==> config.mk <==
export PLATFORM = sky130hd
export DESIGN_NAME = seq_shifter
export DESIGN_NICKNAME = d
export VERILOG_FILES = /design/src/rtl/shifter_pkg.sv /design/src/rtl/shift_step.sv /design/src/rtl/seq_shifter.sv
export SDC_FILE = /design/constraint.sdc
export NUM_CORES = 1
export LEC_CHECK = 0
export CAP_MARGIN = 25
export CORE_MARGIN = 1
export CORE_UTILIZATION = 50
export CTS_CLUSTER_DIAMETER = 50
export DETAILED_ROUTE_END_ITERATION = 6
export GPL_ROUTABILITY_DRIVEN = 0
export HOLD_SLACK_MARGIN = 0.06
export PLACE_DENSITY = 0.88
export SYNTH_ARGS = -nofsm -noshare
export SYNTH_HDL_FRONTEND = slang
export SYNTH_SLANG_ARGS = --single-unit
==> constraint.sdc <==
create_clock -name clk -period 5.3 [get_ports clk]
set_clock_uncertainty 0.1 [all_clocks]
set_input_delay 1.06 -clock clk [delete_from_list [all_inputs] [get_ports clk]]
set_output_delay 1.06 -clock clk [all_outputs]
set_load 0.03 [all_outputs]
==> src/rtl/shifter_pkg.sv <==
// Shared encodings for the sequential shifter: operation codes and FSM states.
package shifter_pkg;

  // Operation codes; the two reserved codes behave as pass.
  typedef enum logic [2:0] {
    OP_PASS = 3'b000,
    OP_LSL  = 3'b001,
    OP_LSR  = 3'b010,
    OP_ASR  = 3'b011,
    OP_ROL  = 3'b100,
    OP_ROR  = 3'b101,
    OP_RSV6 = 3'b110,
    OP_RSV7 = 3'b111
  } op_e;

  // Controller states; busy is asserted only in ST_SHIFT.
  typedef enum logic [1:0] {
    ST_IDLE  = 2'd0,
    ST_SHIFT = 2'd1,
    ST_DONE  = 2'd2
  } state_e;

endpackage

==> src/rtl/shift_step.sv <==
// One-bit combinational shift/rotate step with the bit that leaves the word.
module shift_step
  import shifter_pkg::*;
#(
  parameter int WIDTH = 16
) (
  input  logic [WIDTH-1:0] i_value,
  input  op_e              i_op,
  output logic [WIDTH-1:0] o_value,
  output logic             o_bit
);

  // Select the single-bit step; pass and reserved codes hold with a zero out-bit.
  always_comb begin
    o_value = i_value;
    o_bit   = 1'b0;
    case (i_op)
      OP_LSL: begin
        o_value = {i_value[WIDTH-2:0], 1'b0};
        o_bit   = i_value[WIDTH-1];
      end
      OP_LSR: begin
        o_value = {1'b0, i_value[WIDTH-1:1]};
        o_bit   = i_value[0];
      end
      OP_ASR: begin
        o_value = {i_value[WIDTH-1], i_value[WIDTH-1:1]};
        o_bit   = i_value[0];
      end
      OP_ROL: begin
        o_value = {i_value[WIDTH-2:0], i_value[WIDTH-1]};
        o_bit   = i_value[WIDTH-1];
      end
      OP_ROR: begin
        o_value = {i_value[0], i_value[WIDTH-1:1]};
        o_bit   = i_value[0];
      end
      default: begin
        o_value = i_value;
        o_bit   = 1'b0;
      end
    endcase
  end

endmodule

==> src/rtl/seq_shifter.sv <==
// Sequential shifter: performs an amt-bit shift/rotate one bit per clock.
module seq_shifter
  import shifter_pkg::*;
#(
  parameter  int WIDTH = 16,
  localparam int AW    = $clog2(WIDTH)
) (
  input  logic             clk,
  input  logic             reset,
  input  logic             start,
  input  logic [WIDTH-1:0] in,
  input  logic [2:0]       op,
  input  logic [AW-1:0]    amt,
  output logic [WIDTH-1:0] sout,
  output logic             carry,
  output logic             busy,
  output logic             done
);

  state_e           r_state;
  state_e           w_state_next;
  logic [WIDTH-1:0] r_sout;
  logic [AW-1:0]    r_cnt;
  op_e              r_op;
  logic             r_carry;
  logic [WIDTH-1:0] w_step_value;
  logic             w_step_bit;
  logic             w_load;
  logic             w_step_en;

  // A start is only honoured when no operation is running.
  assign w_load    = (r_state != ST_SHIFT) && start;
  assign w_step_en = (r_state == ST_SHIFT) && (r_cnt != '0);

  shift_step #(
    .WIDTH (WIDTH)
  ) u_step (
    .i_value (r_sout),
    .i_op    (r_op),
    .o_value (w_step_value),
    .o_bit   (w_step_bit)
  );

  // State register; reset aborts any running operation.
  always_ff @(posedge clk) begin
    if (reset) begin
      r_state <= ST_IDLE;
    end else begin
      r_state <= w_state_next;
    end
  end

  // Next-state and status decode.
  always_comb begin
    w_state_next = r_state;
    busy         = 1'b0;
    done         = 1'b0;
    case (r_state)
      ST_IDLE: begin
        if (start) w_state_next = ST_SHIFT;
      end
      ST_SHIFT: begin
        busy = 1'b1;
        if (r_cnt == '0) w_state_next = ST_DONE;
      end
      ST_DONE: begin
        done         = 1'b1;
        w_state_next = start ? ST_SHIFT : ST_IDLE;
      end
      default: begin
        w_state_next = ST_IDLE;
      end
    endcase
  end

  // Working register: load on accepted start, one step per cycle while cnt is non-zero.
  always_ff @(posedge clk) begin
    if (reset) begin
      r_sout  <= '0;
      r_cnt   <= '0;
      r_op    <= OP_PASS;
      r_carry <= 1'b0;
    end else if (w_load) begin
      r_sout  <= in;
      r_cnt   <= amt;
      r_op    <= op_e'(op);
      r_carry <= 1'b0;
    end else if (w_step_en) begin
      r_sout  <= w_step_value;
      r_carry <= w_step_bit;
      r_cnt   <= r_cnt - 1'b1;
    end
  end

  assign sout  = r_sout;
  assign carry = r_carry;

endmodule

==> flow_summary.json <==
{
  "yosysWarnings": 0,
  "initial_core_util_pct": 52.27,
  "dp_hpwl_um": 2529,
  "wl_per_cell_um": 14.38,
  "slew_violations": 0,
  "grt_max_degree": 25,
  "cap_violations": 0,
  "drive_above_1_share_pct": 9.906,
  "cts_tree": "yes",
  "hold_viol_final": 0,
  "fin_crit_sh_pct": 54.88,
  "min_path_type": "reg -> reg",
  "setup_viol": 0,
  "seq_area_um2": 520.5,
  "synth-seq-cells": 26,
  "post_cts_resized": 0,
  "critPathKind": "reg -> out",
  "fp.dieW_um": 58.27,
  "powerDensity_nw_per_um2": 257.2,
  "ir_drop_mv": 0.1436,
  "num-fill-cells": 259,
  "io_buffers": 44,
  "viasPerCell": 5.945,
  "clk_path_buf_depth": 2,
  "grtUsageTotal_pct": 23.01,
  "grt_pass1_vias": 1384,
  "die-area_um2": 3395,
  "multiInputGateArea_um2": 939.7,
  "crit_chain": "nand2b_2 -> inv_2 -> clkdlybuf4s50_1",
  "synthArstFlopShare_pct": 0,
  "final_antenna_net_count": 0,
  "avgSynthCellArea_um2": 8.892,
  "firstDrtPassIters": 4,
  "synth_edf_count": 0,
  "cts-root-buf": "clkbuf_4",
  "post-synth-top-area-fraction_pct": 32.89,
  "area_delta_synth_final_pct": 28.77,
  "clk_latency_ns": 0.32,
  "drt_wl_total_um": 3682,
  "crit_family": "buffers and inverters",
  "n_antenna_cell": 0,
  "synth.distinct_cells": 43,
  "crit_arrival_ns": 1.75,
  "p_total_w": 0.0005243,
  "crit_path_start_kind": "flop",
  "syn-cell-area_um2": 1583,
  "vias": 1522,
  "cts_setup_buffers": 0,
  "yosysTopAreaCell": "dfxtp_1",
  "fin_crit_ns": 2.909,
  "synth_nets": 205,
  "grt_pass1_wl_um": 6244,
  "antenna_found_initial": 0,
  "drt_iter0_markers": 74,
  "outcome": "finished, final reports clean",
  "drc": 0,
  "cts.clk_slew.worst_paths_ns": 0.14,
  "worstMarginPinSlew_ns": 0.9871,
  "nNetsFinal": 240,
  "hold_buffers": 0,
  "relSlewSlack_pct": 33.83,
  "crit_buf_inv": 2,
  "leakage_nw": 0.7354,
  "synthCells": 178,
  "core-area_um2": 3028,
  "rsz0062_at_grt": "false",
  "rows": 20,
  "grt_remaining_overflow": 0,
  "synth_top_cells_by_area": "dfxtp_1, a32oi_1, mux2i_1",
  "synth_ff_type": "dfxtp_1",
  "crit_path_max_incr_delay_ns": 0.71,
  "dieHeight_um": 58.27,
  "cts-htree-levels": 1,
  "critPathRequiredTime_ns": 4.14,
  "cp-end-kind": "primary output",
  "setup-tns-final_ns": 0,
  "cp_slowest_cell": "clkdlybuf4s50_1",
  "cts_buffers": 3,
  "fmax_ghz": 0.3438,
  "seq_area_frac_synth_pct": 32.89,
  "cts.sink_count": 26,
  "io-pin-count": 45,
  "path_max_fanout": 12
}
-- final timing paths --
| check | start | endpoint | slack, ns | depth (start not counted) |
|---|---|---|---|---|
| worst min register to register | r_cnt[3]$_SDFFE_PP0P_ | r_state[1]$_SDFFE_PP0P_ | 0.41 | 1 |
| worst min-delay path | r_cnt[3]$_SDFFE_PP0P_ | r_state[1]$_SDFFE_PP0P_ | 0.41 | 1 |
| worst max register to register | r_op[2]$_SDFFE_PP0P_ | sout[11]$_SDFFE_PP0P_ | 3.26 | 4 |
| worst max-delay path | r_state[1]$_SDFFE_PP0P_ | busy | 2.39 | 3 |
-- synthesized netlist by cell type (2+ instances only) --
| library cell | number |
|---|---|
| a2111o_1 | 5 |
| a211oi_1 | 7 |
| a21oi_1 | 9 |
| a32oi_1 | 15 |
| buf_2 | 5 |
| buf_4 | 4 |
| buf_6 | 3 |
| clkbuf_1 | 3 |
| dfxtp_1 | 26 |
| inv_1 | 5 |
| mux2i_1 | 11 |
| nand2_1 | 18 |
| nand3_1 | 4 |
| nor2_1 | 7 |
| nor2b_1 | 7 |
| nor3_1 | 2 |
| o21ai_0 | 9 |
| o221ai_1 | 5 |
| o31ai_1 | 5 |
| or2_2 | 5 |
-- cell families (layout without fill, tap and decap cells) --
kind of cell             Yosys count  count (layout)  share of synthesized area, %
multiplexers                      11              11                         6.957
AND/OR/NAND/NOR                   57              57                         21.74
adder cells (fa/ha/maj)            1               1                        0.7904
flip-flops                        26              26                         32.89
AO/OA/AOI/OAI                     61              61                         29.33
XOR/XNOR                           1               1                        0.5535
buffers and inverters             21              55                         7.747
-- routing by layer --
metal / up-vias / share of wire [%] / track usage [%]
li1: 752 / - / -
met1: 711 / 45 / 31.28
met2: 57 / 49 / 38.75
met3: 2 / 5.3 / 2.679
met4: 0 / 0.71 / 5.782
met5: - / 0 / 0
-- registers in the layout, indices dropped and copies added, names as in the netlist --
signal,count
sout,16
r_cnt,4
r_op,3
r_state,2
carry,1
-- layout make-up --
| cell class | count | share of cell area (%) |
|---|---|---|
| Multi-Input combinational cell | 131 | 46.10 |
| Sequential cell | 26 | 25.54 |
| Clock inverter | 1 | 1.473 |
| Clock buffer | 3 | 1.105 |
| Timing Repair Buffer | 45 | 21.98 |
| Tap cell | 44 | 2.701 |
| Inverter | 6 | 1.105 |
-- cells in the final DEF (no fill, tap or decap), types with 2 or more instances in the layout --
| master | n |
|---|---|
| a32oi_1 | 15 |
| o221ai_1 | 5 |
| a2111o_1 | 5 |
| nand3_1 | 4 |
| clkbuf_4 | 3 |
| nor2_1 | 7 |
| inv_1 | 5 |
| nor3_1 | 2 |
| clkdlybuf4s50_1 | 44 |
| a21oi_1 | 9 |
| or2_2 | 5 |
| o21ai_0 | 9 |
| nand2_1 | 18 |
| o31ai_1 | 5 |
| a211oi_1 | 7 |
| nor2b_1 | 7 |
| mux2i_1 | 11 |
| dfxtp_1 | 26 |
-- metrics by stage --
stage	instance area, um^2	cells	utilization, %	setup slack [ns]	hold WS (ns)
floorplan	1583	178	-	3.194	0.3559
global placement	1986	252	65.58	2.339	0.3907
detailed placement	1986	252	65.58	2.290	0.3875
CTS	2038	256	67.31	2.373	0.4120
global route	2038	256	67.31	2.288	0.4444
finish	2038	256	67.31	2.391	0.4100
-- power breakdown --
group,switching (W),internal (W),leakage [nW]
Sequential,0.0000244,0.000212,0.214
Combinational,0.0000789,0.0000719,0.493
Clock,0.0000608,0.0000765,0.0279
Power figures use the tool's default switching activity.
